<file path="src/rtl/mem_port_arbiter.sv">
// ============================================================================
// Module      : mem_port_arbiter
// Description : Round-robin sequencer for the unified memory port shared by
//               the IF and MEM stages, with an acknowledge timeout watchdog.
// Revision    : 1.0 - initial release
// ============================================================================
`default_nettype none

module mem_port_arbiter #(
    parameter int unsigned TIMEOUT = 16
) (
    input  logic        clk,
    input  logic        rst_n,
    input  logic        if_req,
    input  logic [31:0] if_addr,
    output logic [31:0] if_rdata,
    output logic        if_ready,
    input  logic        dm_req,
    input  logic        dm_we,
    input  logic [3:0]  dm_be,
    input  logic [31:0] dm_addr,
    input  logic [31:0] dm_wdata,
    output logic [31:0] dm_rdata,
    output logic        dm_ready,
    output logic        mem_en,
    output logic        mem_we,
    output logic [3:0]  mem_be,
    output logic [31:0] mem_addr,
    output logic [31:0] mem_wdata,
    input  logic [31:0] mem_rdata,
    input  logic        mem_ack,
    output logic        err
);

    localparam int unsigned   CW        = (TIMEOUT > 0) ? $clog2(TIMEOUT + 1) : 1;
    localparam logic [CW-1:0] c_timeout = CW'(TIMEOUT);
    localparam logic          c_wd_en   = (TIMEOUT != 0);
    localparam logic          c_sel_if  = 1'b0;
    localparam logic          c_sel_dm  = 1'b1;

    typedef enum logic [1:0] {
        S_IDLE  = 2'd0,
        S_ISSUE = 2'd1,
        S_WAIT  = 2'd2,
        S_RESP  = 2'd3
    } state_t;

    state_t          r_state;
    state_t          w_state_nxt;
    logic            r_gnt;
    logic            w_gnt_nxt;
    logic            r_last;
    logic            w_last_nxt;
    logic [CW-1:0]   r_cnt;
    logic [CW-1:0]   w_cnt_nxt;
    logic            w_grant;
    logic            w_grant_dm;
    logic            w_resp;
    logic            w_resp_err;
    logic [31:0]     w_resp_rdata;
    logic            w_other_req;

    // The requester not currently granted; only consulted in RESP.
    assign w_other_req = (r_gnt == c_sel_dm) ? if_req : dm_req;

    always_comb begin
        w_state_nxt  = r_state;
        w_gnt_nxt    = r_gnt;
        w_last_nxt   = r_last;
        w_cnt_nxt    = r_cnt;
        w_grant      = 1'b0;
        w_grant_dm   = 1'b0;
        w_resp       = 1'b0;
        w_resp_err   = 1'b0;
        w_resp_rdata = '0;

        case (r_state)
            S_IDLE: begin
                if (if_req || dm_req) begin
                    w_grant    = 1'b1;
                    w_grant_dm = (if_req && dm_req) ? (r_last == c_sel_if) : dm_req;
                end
            end
            S_ISSUE: begin
                w_state_nxt = S_WAIT;
            end
            S_WAIT: begin
                w_cnt_nxt = r_cnt + CW'(1);
                if (mem_ack) begin
                    w_resp       = 1'b1;
                    w_resp_rdata = mem_we ? 32'd0 : mem_rdata;
                end else if (c_wd_en && (r_cnt == c_timeout)) begin
                    w_resp     = 1'b1;
                    w_resp_err = 1'b1;
                end
                if (w_resp) begin
                    w_state_nxt = S_RESP;
                end
            end
            S_RESP: begin
                w_last_nxt  = r_gnt;
                w_state_nxt = S_IDLE;
                if (w_other_req) begin
                    w_grant    = 1'b1;
                    w_grant_dm = ~r_gnt;
                end
            end
            default: begin
                w_state_nxt = S_IDLE;
            end
        endcase

        if (w_grant) begin
            w_state_nxt = S_ISSUE;
            w_gnt_nxt   = w_grant_dm;
            w_cnt_nxt   = '0;
        end
    end

    always_ff @(posedge clk or negedge rst_n) begin
        if (!rst_n) begin
            r_state <= S_IDLE;
            r_gnt   <= c_sel_if;
            r_last  <= c_sel_if;
            r_cnt   <= '0;
        end else begin
            r_state <= w_state_nxt;
            r_gnt   <= w_gnt_nxt;
            r_last  <= w_last_nxt;
            r_cnt   <= w_cnt_nxt;
        end
    end

    // The mem_* field registers double as the latched request of the grant.
    always_ff @(posedge clk or negedge rst_n) begin
        if (!rst_n) begin
            mem_en    <= 1'b0;
            mem_we    <= 1'b0;
            mem_be    <= 4'h0;
            mem_addr  <= 32'd0;
            mem_wdata <= 32'd0;
        end else begin
            mem_en <= w_grant;
            if (w_grant) begin
                mem_we    <= w_grant_dm & dm_we;
                mem_be    <= w_grant_dm ? dm_be    : 4'hF;
                mem_addr  <= w_grant_dm ? dm_addr  : if_addr;
                mem_wdata <= w_grant_dm ? dm_wdata : 32'd0;
            end
        end
    end

    always_ff @(posedge clk or negedge rst_n) begin
        if (!rst_n) begin
            if_ready <= 1'b0;
            dm_ready <= 1'b0;
            err      <= 1'b0;
            if_rdata <= 32'd0;
            dm_rdata <= 32'd0;
        end else begin
            if_ready <= w_resp & (r_gnt == c_sel_if);
            dm_ready <= w_resp & (r_gnt == c_sel_dm);
            err      <= w_resp_err;
            if (w_resp && (r_gnt == c_sel_if)) begin
                if_rdata <= w_resp_rdata;
            end
            if (w_resp && (r_gnt == c_sel_dm)) begin
                dm_rdata <= w_resp_rdata;
            end
        end
    end

endmodule

`default_nettype wire

</file>
<file path="config.mk">
export PLATFORM = sky130hd
export DESIGN_NAME = mem_port_arbiter
export DESIGN_NICKNAME = d
export VERILOG_FILES = /design/src/rtl/mem_port_arbiter.sv
export SDC_FILE = /design/constraint.sdc
export NUM_CORES = 1
export LEC_CHECK = 0
export CORE_ASPECT_RATIO = 1.25
export CORE_MARGIN = 8
export CORE_UTILIZATION = 40
export CTS_BUF_LIST = sky130_fd_sc_hd__clkbuf_8
export DETAILED_ROUTE_END_ITERATION = 8
export PLACE_DENSITY = 0.77
export SLEW_MARGIN = 0
export SYNTH_ARGS = -nofsm -noshare
export SYNTH_HDL_FRONTEND = slang
export SYNTH_SLANG_ARGS = --single-unit
</file>
<file path="constraint.sdc">
create_clock -name clk -period 4.4 [get_ports clk]
set_clock_uncertainty 0.1 [all_clocks]
set_input_delay 0.88 -clock clk [delete_from_list [all_inputs] [get_ports clk]]
set_output_delay 0.88 -clock clk [all_outputs]
set_load 0.03 [all_outputs]
</file>
### After elaboration in Yosys (flattened, before gate mapping)

Index checks and enable logic that the tools add are counted.

| storage, ports and cells | value |
|---|---|
| register bits after elaboration | 146 |
| input port bits | 138 |
| output and inout port bits | 137 |

| cells by class | value |
|---|---|
| add/subtract/negate cells | 1 |
| eq/ne operators | 5 |
| mux-type cells | 25 |
| bitwise gates (word level) | 5 |
| reduce and logical (&&, ||, !) cells | 8 |

Operators with widths:

| operator | count |
|---|---|
| $mux W32 | 5 |
| $mux W1 | 12 |
| $mux W5 | 2 |
| $pmux W2 S3 | 1 |
| $add A5 B1 Y5 const B | 1 |
| $eq A5 B5 Y1 const B | 1 |
| $eq A2 B2 Y1 const B | 2 |
| $mux W2 | 2 |
| $mux W4 | 1 |
| $pmux W1 S2 | 2 |
| $reduce_bool A4 Y1 | 1 |
| $and A1 B1 Y1 | 3 |
| $logic_and A1 B1 Y1 | 3 |
| $ne A3 B3 Y1 const B | 1 |
| $eq A2 B1 Y1 const B | 1 |
| $logic_not A2 Y1 | 1 |
| $not A1 Y1 | 2 |
| $reduce_and A2 Y1 | 1 |
| $reduce_bool A2 Y1 | 1 |
| $logic_or A1 B1 Y1 | 1 |

### Longest topological paths before layout

Gate-level depths: netlist of the first run.

| depth | value |
|---|---|
| word-level depth | 7 |
| mapped depth | 9 |
| depth with buffers taken out | 7 |

### Worst setup path after synthesis of the first run

Ideal clock, no wire load.

| timing | value |
|---|---|
| path kind | input to register |
| start point | input dm_req |
| end point | register mem_be[0] |
| setup time | 0.127 ns |
| data arrival time | 1.809 ns |
| required time | 4.173 ns |
| path slack | 2.363 ns |
| stages | 7 |
| buffers on the path | 2 |
| path through | nor2b_1 > o21a_1 > nor2_2 > buf_4 > inv_2 > buf_6 > a31oi_1 |

| between the ends | value |
|---|---|
| elaborated cells on any way between the ends | 11 |

RTL lines:

| item | line | text |
|---|---|---|
| from (decl) | 18 | `input logic dm_req,` |
| $mux W1 or $logic_or A1 B1 Y1 (tied branches) | 64, 79 |  |
| $mux W1, on equally long branches | 103, 79 |  |
| $pmux W1 S2 (*) | 77 | `case (r_state)` |
| via w_grant | 56 | `logic w_grant;` |
| to (signal assigned) | 146 | `mem_be <= w_grant_dm ? dm_be : 4'hF;` |
| to (decl) | 27 | `output logic [3:0] mem_be,` |

The timed path passes the listed nets; every way through them passes the cells marked *.
A chain may end at the register's enable or synchronous reset.

### Worst setup path after layout of the first run

| timing | value |
|---|---|
| start point | input dm_req |
| end point | register mem_addr[13] |

| between the ends | value |
|---|---|
| longest elaborated chain between the ends | 5 |
| elaborated cells on any way between the ends | 11 |

RTL lines:

| item | line | text |
|---|---|---|
| $logic_and A1 B1 Y1 | 81 | `w_grant_dm = (if_req && dm_req) ? (r_last == c_sel_if) : dm_req;` |
| $mux W1 | 81 |  |
| $mux W1 | 79 | `if (if_req \|\| dm_req) begin` |
| $pmux W1 S2 | 77 |  |
| $mux W32 | 147 | `mem_addr <= w_grant_dm ? dm_addr : if_addr;` |
| to (signal assigned) | 147 |  |
| to (decl) | 28 | `output logic [31:0] mem_addr,` |

Parallel ways exist; a longest one is shown, timed or not.

==> results of run 1 <==
## routing by layer
metal  track usage  routed length, um  vias up
met5             0                  0        -
met4        0.0659                320        0
met3        0.0818               1950       17
met2         0.315               9110      223
met1         0.217               7170     2478
li1              -                  -     2631
## through the flow
step | hold slack, ps | instances
CTS | 387 | 1105
floorplan | 381 | 626
detailed placement | 369 | 1073
finish | 379 | 1105
global route | 405 | 1105
global placement | 361 | 1073
## cell families after synthesis
family | Yosys count | synth area share
multiplexers | 37 | 0.0600
flip-flops | 146 | 0.588
adder cells (fa/ha/maj) | 8 | 0.0161
AND/OR/NAND/NOR | 225 | 0.160
XOR/XNOR | 4 | 0.00564
AO/OA/AOI/OAI | 144 | 0.121
buffers and inverters | 62 | 0.0490
## cell usage in the layout, fill, tap and decap left out, types with 2 or more instances in the layout
cell and n:
o21ai_0 65, nor2_1 6, o211ai_1 2, nand4_1 3, nor2b_1 4, clkinv_4 4, clkbuf_8 18, dfrtp_1 146
buf_4 10, nand3_1 67, o21ai_4 2, clkdlybuf4s50_1 273, ha_1 8, nor3_1 6, a31oi_1 4, o21a_1 2
clkinv_2 2, o21ai_1 66, bufinv_16 4, inv_1 14, mux2_2 2, nand2_1 131, xor2_1 3, and3b_1 2
mux2i_1 35
## final cells by class
cell class / count / area, um2 / share of cell area
clock inverters: 14 / 189 / 0.0199
clock buffers: 18 / 248 / 0.0261
well taps: 212 / 265 / 0.0279
multi-input cells: 418 / 2270 / 0.239
flip-flops and latches: 146 / 3650 / 0.385
inverters: 13 / 48.8 / 0.00514
repair buffers: 284 / 2820 / 0.297
## report_power, final
group          switching (W)  internal, W
Clock               0.000506     0.000632
Sequential          0.000280      0.00186
Combinational        0.00220      0.00139
## worst paths after layout
kind,startpoint,to,slack [ps],cells past startpoint
max reg2reg,r_state[0]$_DFFE_PN0P_,mem_addr[13]$_DFFE_PN0P_,1840,7
max in group asynchronous,rst_n,r_cnt[2]$_DFFE_PN0P_,2860,2
min,if_rdata[12]$_DFFE_PN0P_,if_rdata[12]$_DFFE_PN0P_,380,2
max,dm_req,mem_addr[13]$_DFFE_PN0P_,1830,6
min in group asynchronous,rst_n,if_rdata[23]$_DFFE_PN0P_,420,1
min reg2reg,if_rdata[12]$_DFFE_PN0P_,if_rdata[12]$_DFFE_PN0P_,380,2
## critical path, delay by kind of cell
kind                   cells  cell delay, ps
AOI/OAI and AO/OA          2             600
buffers and inverters      2             810
and+or+nand+nor            2             480
## state kept, by name, indices dropped and copies added, names as in the netlist
register / count
mem_en: 1
r_gnt: 1
mem_wdata: 32
r_cnt: 5
if_rdata: 32
err: 1
mem_be: 4
mem_addr: 32
r_last: 1
r_state: 2
dm_ready: 1
dm_rdata: 32
if_ready: 1
mem_we: 1
==> run metrics, run 1 <==
status=finished, final reports clean; Max Clk Rate=389 MHz; Routed WL=approximately 19000 um; Synth area leader=dfrtp_1; Synth-to-Final Area Change=52.9%; endpoints failing setup=0; fillers=between 1000 and 1500; Worst EP required=4650 ps; largest fanout on the critical path=between 60 and 70; RSZ-0062 raised after global routing=no; Seq cells post-synth=roughly 150; pwr/cell area=slightly above 700 nW/um2; Overall Power=between 0.006 and 0.007 W; routed wire length per instance=roughly 17 um; Post-synth top cells=dfrtp_1, nand2_1, nand3_1; # nets final=1026; via count=between 5000 and 6000; first-pass GRT wire length=between 20000 and 30000 um; post-synth top area share=0.588; share of layout cells above drive strength 1=0.0560; Min Clock Period, post-route=between 2000 and 3000 ps; deepest clock path buffer count=2; syn nets=772; RD Place Congestion=between 0.7 and 0.8; setup bufs post-CTS=0; post-synth cell types=37; placement-stage cell area=between 9000 and 10000 um2; leakage power=4.19 nW; CP arrival=between 2000 and 3000 ps; DR DRC count=0; Die Y=around 160 um; Final WS setup=~1800 ps; root buffer cell=clkbuf_8; Max Cap Viol=0; htree depth=4; via/cell ratio=between 4 and 5; Std-Cell Core Area=15400 um2; FFs w/ async S/R, synth=1.00; # resized after CTS=0; Slew @ Worst Pin=850 ps; critical path class=in2reg; most frequent cell after synthesis=dfrtp_1; CTS Sinks=about 150; startpoint types=input port; DRT iter0 DRCs=272; TNS Setup=0 ps; Ports=between 200 and 300; Slowest Stage Delay on Critical Path=470 ps; sequential-to-total area share from yosys stat=0.588; TritonCTS buffer count=17; Initial Util=0.404; Setup WS pre-CTS=~1400 ps; Slew Limit Fails=0; slowest cell on the critical path=clkdlybuf4s50_1; GRT overflow=0; antenna violations before repair=0; pin count of the biggest net entering global routing=96; Rel. slew slack=0.434; Post-synth EDFFs=0; Post-Syn Area per Cell=9.92 um2; Tcrit/Tclk final=0.584; top cells by area, synth=dfrtp_1, nand2_1, mux2i_1, nand3_1, o21ai_1; ANT nets after route=0; Crit. End Element=flip-flop; Worst-Skew Late Latency=450 ps; port bufs=around 270; cell count after synthesis=~630; GRT Total Usage=0.191; Ant. Diodes=0; row count=51; ys flop type=dfrtp_1; peak supply drop=0.379 mV; Initial DRT Pass Iterations=4; vias in the first global route=approximately 5700; cts-stage hold buffer count=0; die area=about 20000 um2; HP Class=reg2reg; warnings from Yosys=0; clock slew at reported path FFs=roughly 80 ps; detailed placement HPWL=13500 um; Fin. Hold Viols=0; mapped cell area=6210 um2; CTS tree=yes; die width=roughly 130 um; worst path cell trace=clkdlybuf4s50_1 > nor2b_1 > o21a_1 > nor2_4 > buf_4 > o21ai_0; Final Cell Area=between 9000 and 10000 um2; fin util=0.618
Power figures use the tool's default switching activity.
==> inputs of run 2 (changes only) <==
CORE_UTILIZATION = 39   (was 40)
PLACE_DENSITY = 0.78   (was 0.77)
clock period = 2.25 ns   (was 4.4 ns; I/O delays follow)
==> run metrics, run 2 (synthesis gave the netlist of run 1 again) <==
leakage power=4.32 nW (+3.2%); antenna violations before repair=0 (unchanged); critical path class=reg2out; Min Clock Period, post-route=roughly 2100 ps; Worst EP required=1700 ps (-2950 ps); RSZ-0062 raised after global routing=no; row count=51 (unchanged); Crit. Startpoint=mem_we$_DFFE_PN0P_; Routed WL=19600 um (+5.6%); CP arrival=1580 ps (-1240 ps); HP Class=reg2reg; most common cell after layout, fill and taps aside=clkdlybuf4s50_1; worst path cell trace=clkdlybuf4s50_1; CP Buf/Inv Count=1 (-1); die area=20200 um2 (+2.3%); CP Capture Point=mem_we; # nets final=1046 (+1.9%); CTS tree=yes; Setup WS pre-CTS=-6.29 ps (-1380 ps); Final WS setup=123 ps (-1710 ps); Final Cell Area=9770 um2 (+2.9%); peak supply drop=0.595 mV (+57%); port bufs=274 (unchanged); first-pass GRT wire length=31000 um (+4.0%); DR DRC count=0 (unchanged); clock slew at reported path FFs=80 ps (about the same); reg2reg path depth=6 (-1); largest fanout on the critical path=3 (-95%); pwr/cell area=1410 nW/um2 (+95%); Initial DRT Pass Iterations=4 (unchanged); status=finished, final reports clean; slowest cell on the critical path=clkdlybuf4s50_1; RD Place Congestion=0.808 (+4.9%); Worst-Skew Late Latency=440 ps (about the same); fin util=0.628 (+0.0101); GRT overflow=0 (unchanged); endpoints failing setup=0 (unchanged); r2r setup slk=140 ps (-1700 ps); Max Clk Rate=around 470 MHz; via count=5503 (+2.9%); pin count of the biggest net entering global routing=66 (-31%); Std-Cell Core Area=15600 um2 (+1.2%); htree depth=4 (unchanged); Synth-to-Final Area Change=57.3%; Slew Limit Fails=0 (unchanged); deepest clock path buffer count=2 (unchanged); TritonCTS buffer count=17 (unchanged); register area=3650 um2 (unchanged); Multi-input gate area=2280 um2 (+0.11%); die width=129 um (+1.1%); vias in the first global route=5838 (+3.2%); Ant. Diodes=0 (unchanged); routed wire length per instance=17.4 um (+3.8%); DRT iter0 DRCs=332 (+22%); Levels on crit path=1 (-5); Layout Cells excl Fill=1125 (+1.8%); dpl cells=1090 (+1.6%); placement-stage cell area=9330 um2 (+2.9%); Fin. Hold Viols=0 (unchanged); via/cell ratio=4.89 (+1.1%); worst hold margin=380 ps (+0.761 ps); CTS Sinks=146 (unchanged); most frequent cells in the layout=clkdlybuf4s50_1, dfrtp_1, nand2_1; share of layout cells above drive strength 1=0.0778 (+0.0218); Crit. End Element=output pin; startpoint types=flip-flop; root buffer cell=clkbuf_8; Slew @ Worst Pin=480 ps (-369 ps); Worst R2R Start=r_state[1]$_DFFE_PN0P_; CP delay by family, top=buffers and inverters; Slowest Stage Delay on Critical Path=740 ps (+270 ps); GRT Total Usage=0.197 (+0.00534); Die Y=157 um (+1.1%); r2r endpoint=mem_addr[13]$_DFFE_PN0P_; Ports=275 (unchanged); Max Cap Viol=0 (unchanged); Tcrit/Tclk final=0.945; ANT nets after route=0 (unchanged); fillers=1358 (+3.1%); Initial Util=0.399 (-0.00497); detailed placement HPWL=14500 um (+7.6%); Rel. slew slack=0.680 (+0.246)
==> run 2: stage by stage <==
stage,setup TNS [ps],power (W)
after floorplan,0,0.00846
after global placement,0,0.0116
after detailed placement,-7.48,0.0118
after CTS,0,0.0139
after global routing,0,0.0147
final,0,0.0138
==> run 2: area by class of cell <==
type | instances | area share
clock inverter | 12 | 0.0134
timing repair buffer | 304 | 0.319
inverter | 13 | 0.00499
multi-input combinational | 418 | 0.233
sequential | 146 | 0.374
tap | 212 | 0.0271
clock buffer | 20 | 0.0282
==> run 2: report_power, final <==
part | total (W) | internal, W | leakage, nW | switching [W]
Combinational | 0.00750 | 0.00308 | 2.18 | 0.00442
Clock | 0.00209 | 0.00108 | 0.203 | 0.00101
Sequential | 0.00420 | 0.00364 | 1.94 | 0.000559
Total | 0.0138 | 0.00780 | 4.32 | 0.00599
==> run 2: worst min-delay path by stage <==
| stage | startpoint | endpoint | slack [ps] | cells after the start |
|---|---|---|---|---|
| floorplan | rst_n | dm_rdata[0]$_DFFE_PN0P_ | 50 | 0 |
| global placement | rst_n | if_rdata[19]$_DFFE_PN0P_ | 320 | 1 |
| detailed placement | rst_n | if_rdata[19]$_DFFE_PN0P_ | 330 | 1 |
| CTS | if_rdata[13]$_DFFE_PN0P_ | if_rdata[13]$_DFFE_PN0P_ | 390 | 2 |
| global route | dm_rdata[18]$_DFFE_PN0P_ | dm_rdata[18]$_DFFE_PN0P_ | 400 | 2 |
| finish | dm_rdata[18]$_DFFE_PN0P_ | dm_rdata[18]$_DFFE_PN0P_ | 380 | 2 |
==> run 2: metal layers <==
layer	part of all wire	global-route usage	vias to the layer above	routed length [um]
li1	-	-	2663	-
met1	0.40	0.227	2603	7760
met2	0.49	0.322	218	9550
met3	0.099	0.0833	19	1950
met4	0.017	0.0617	0	337
met5	0	0	-	0
==> run 2: repair_timing <==
| item | CTS | global route |
|---|---|---|
| setup endpoints to repair | 0 | 64 |
| resized for setup | 0 | 1 |
| setup buffers | 0 | 2 |
| hold buffers | 1 | 0 |
| hold endpoints to repair | 47 | 0 |
==> inputs of run 3 (changes only) <==
RECOVER_POWER = 50   (was not set)
==> run metrics, run 3 (synthesis gave the netlist of run 1 again) <==
port bufs=274 (unchanged); Tcrit/Tclk final=0.945 (about the same); Max Clk Rate=470 MHz (about the same); dpl cells=1090 (unchanged); Worst R2R Start=r_state[1]$_DFFE_PN0P_; met1 Track Usage GR=0.227 (unchanged); # nets final=1046 (unchanged); pwr/cell area=1410 nW/um2 (about the same); r2r setup slk=140 ps (about the same); die area=20200 um2 (unchanged); critical path class=reg2out; row count=51 (unchanged); met2 Track Usage GR=0.322 (unchanged); worst path cell trace=clkdlybuf4s50_1; pin count of the biggest net entering global routing=66 (unchanged); register area=3650 um2 (unchanged); worst hold margin=380 ps (-0.360 ps); CTS Sinks=146 (unchanged); CP arrival=1580 ps (about the same); Initial DRT Pass Iterations=4 (unchanged); root buffer cell=clkbuf_8; Slew @ Worst Pin=1290 ps (+807 ps); fillers=1364 (+0.44%); vias in the first global route=5838 (unchanged); first-pass GRT wire length=31000 um (unchanged); RD Place Congestion=0.808 (unchanged); most frequent cells in the layout=clkdlybuf4s50_1, dfrtp_1, nand2_1; Worst-Skew Late Latency=440 ps (about the same); ANT nets after route=0 (unchanged); r2r endpoint=mem_addr[13]$_DFFE_PN0P_; Die Y=157 um (unchanged); Ant. Diodes=0 (unchanged); Routed WL=19600 um (+0.20%); Crit. Startpoint=mem_we$_DFFE_PN0P_; htree depth=4 (unchanged); detailed placement HPWL=14500 um (unchanged); endpoints failing setup=0 (unchanged); CP delay by family, top=buffers and inverters; largest fanout on the critical path=3 (unchanged); Initial Util=0.399 (unchanged); slowest cell on the critical path=clkdlybuf4s50_1; Max Cap Viol=0 (unchanged); share of layout cells above drive strength 1=0.0767 (-0.00110); Crit. End Element=output pin; clock slew at reported path FFs=80 ps (about the same); Layout Cells excl Fill=1125 (unchanged); routed wire length per instance=17.5 um (+0.20%); die width=129 um (unchanged); GRT overflow=0 (unchanged); Setup WS pre-CTS=-6.29 ps (unchanged); TritonCTS buffer count=17 (unchanged); Ports=275 (unchanged); DRT iter0 DRCs=328 (-1.2%); via/cell ratio=4.89 (about the same); deepest clock path buffer count=2 (unchanged); fin util=0.626 (-0.00121); leakage power=4.32 nW (about the same); Min Clock Period, post-route=2130 ps (-0.740 ps); antenna violations before repair=0 (unchanged); most common cell after layout, fill and taps aside=clkdlybuf4s50_1; DR DRC count=0 (unchanged); via count=5502 (-0.018%); Synth-to-Final Area Change=57.0%; reg2reg path depth=6 (unchanged); GRT Total Usage=0.197 (unchanged); Slowest Stage Delay on Critical Path=740 ps (about the same); Worst EP required=1700 ps (about the same); met3 Use GR=0.0833 (unchanged); GR peak layer=met2; startpoint types=flip-flop; CP Buf/Inv Count=1 (unchanged); RSZ-0062 raised after global routing=no; status=finished, final reports clean; hold path start=dm_rdata[18]$_DFFE_PN0P_; Fin. Hold Viols=0 (unchanged); Slew Limit Fails=0 (unchanged); Final WS setup=124 ps (+0.740 ps); peak supply drop=0.595 mV (about the same); Std-Cell Core Area=15600 um2 (unchanged); Hold Path End=dm_rdata[18]$_DFFE_PN0P_; HP Class=reg2reg; hold-critical path depth=2 (unchanged); CTS tree=yes; Multi-input gate area=2280 um2 (unchanged); Rel. slew slack=0.141 (-0.538)
## run 3: changes by cell type in the layout (fill, tap and decap cells not counted)
cell             change
buf_4                -1
clkbuf_1             +1
clkbuf_2             +1
buf_12               -1
clkdlybuf4s50_1      -3
o21ai_1              -2
dlygate4sd3_1        +3
o21ai_0              +2
## run 3: report_power, final
group | switching, W | internal, W
combinational | 0.00441 | 0.00307
sequential | 0.000559 | 0.00364
clock | 0.00101 | 0.00108
## run 3: how the worst max path moves through the flow
| stage | endpoint | slack, ps | cells past startpoint |
|---|---|---|---|
| after floorplan | mem_be[0]$_DFFE_PN0P_ | 280 | 9 |
| after global placement | mem_addr[13]$_DFFE_PN0P_ | 30 | 6 |
| after detailed placement | mem_wdata[1]$_DFFE_PN0P_ | -6 | 6 |
| after CTS | mem_addr[13]$_DFFE_PN0P_ | 60 | 7 |
| after global routing | mem_addr[11]$_DFFE_PN0P_ | 1 | 7 |
| final | mem_we | 120 | 1 |
## run 3: through the flow
step | instance area, um2 | power (W) | TNS (ps)
after detailed placement | 9330 | 0.0118 | -7.48
after global placement | 9330 | 0.0116 | 0
after CTS | 9740 | 0.0139 | 0
final | 9750 | 0.0138 | 0
after floorplan | 6210 | 0.00846 | 0
after global routing | 9750 | 0.0147 | 0
## run 3: per-layer routing
layer  vias to the layer above  routed length (um)  part of all wire
met5                         -                   0                 0
met4                         0                 337             0.017
met3                        19                1960              0.10
met2                       217                9600              0.49
met1                      2605                7740              0.39
li1                       2661                   -                 -
## run 3: area by class of cell
type / count / share of cell area
Sequential cell: 146 / 0.375
Inverter: 13 / 0.00500
Timing Repair Buffer: 304 / 0.318
Tap cell: 212 / 0.0272
Clock inverter: 12 / 0.0135
Multi-Input combinational cell: 418 / 0.233
Clock buffer: 20 / 0.0282
## run 3: timing repair
item / CTS / global route
hold buffers: 1 / 0
setup buffers: 0 / 2
endpoints found under the hold margin: 47 / 0
resized for setup: 0 / 1
setup endpoints to repair: 0 / 64
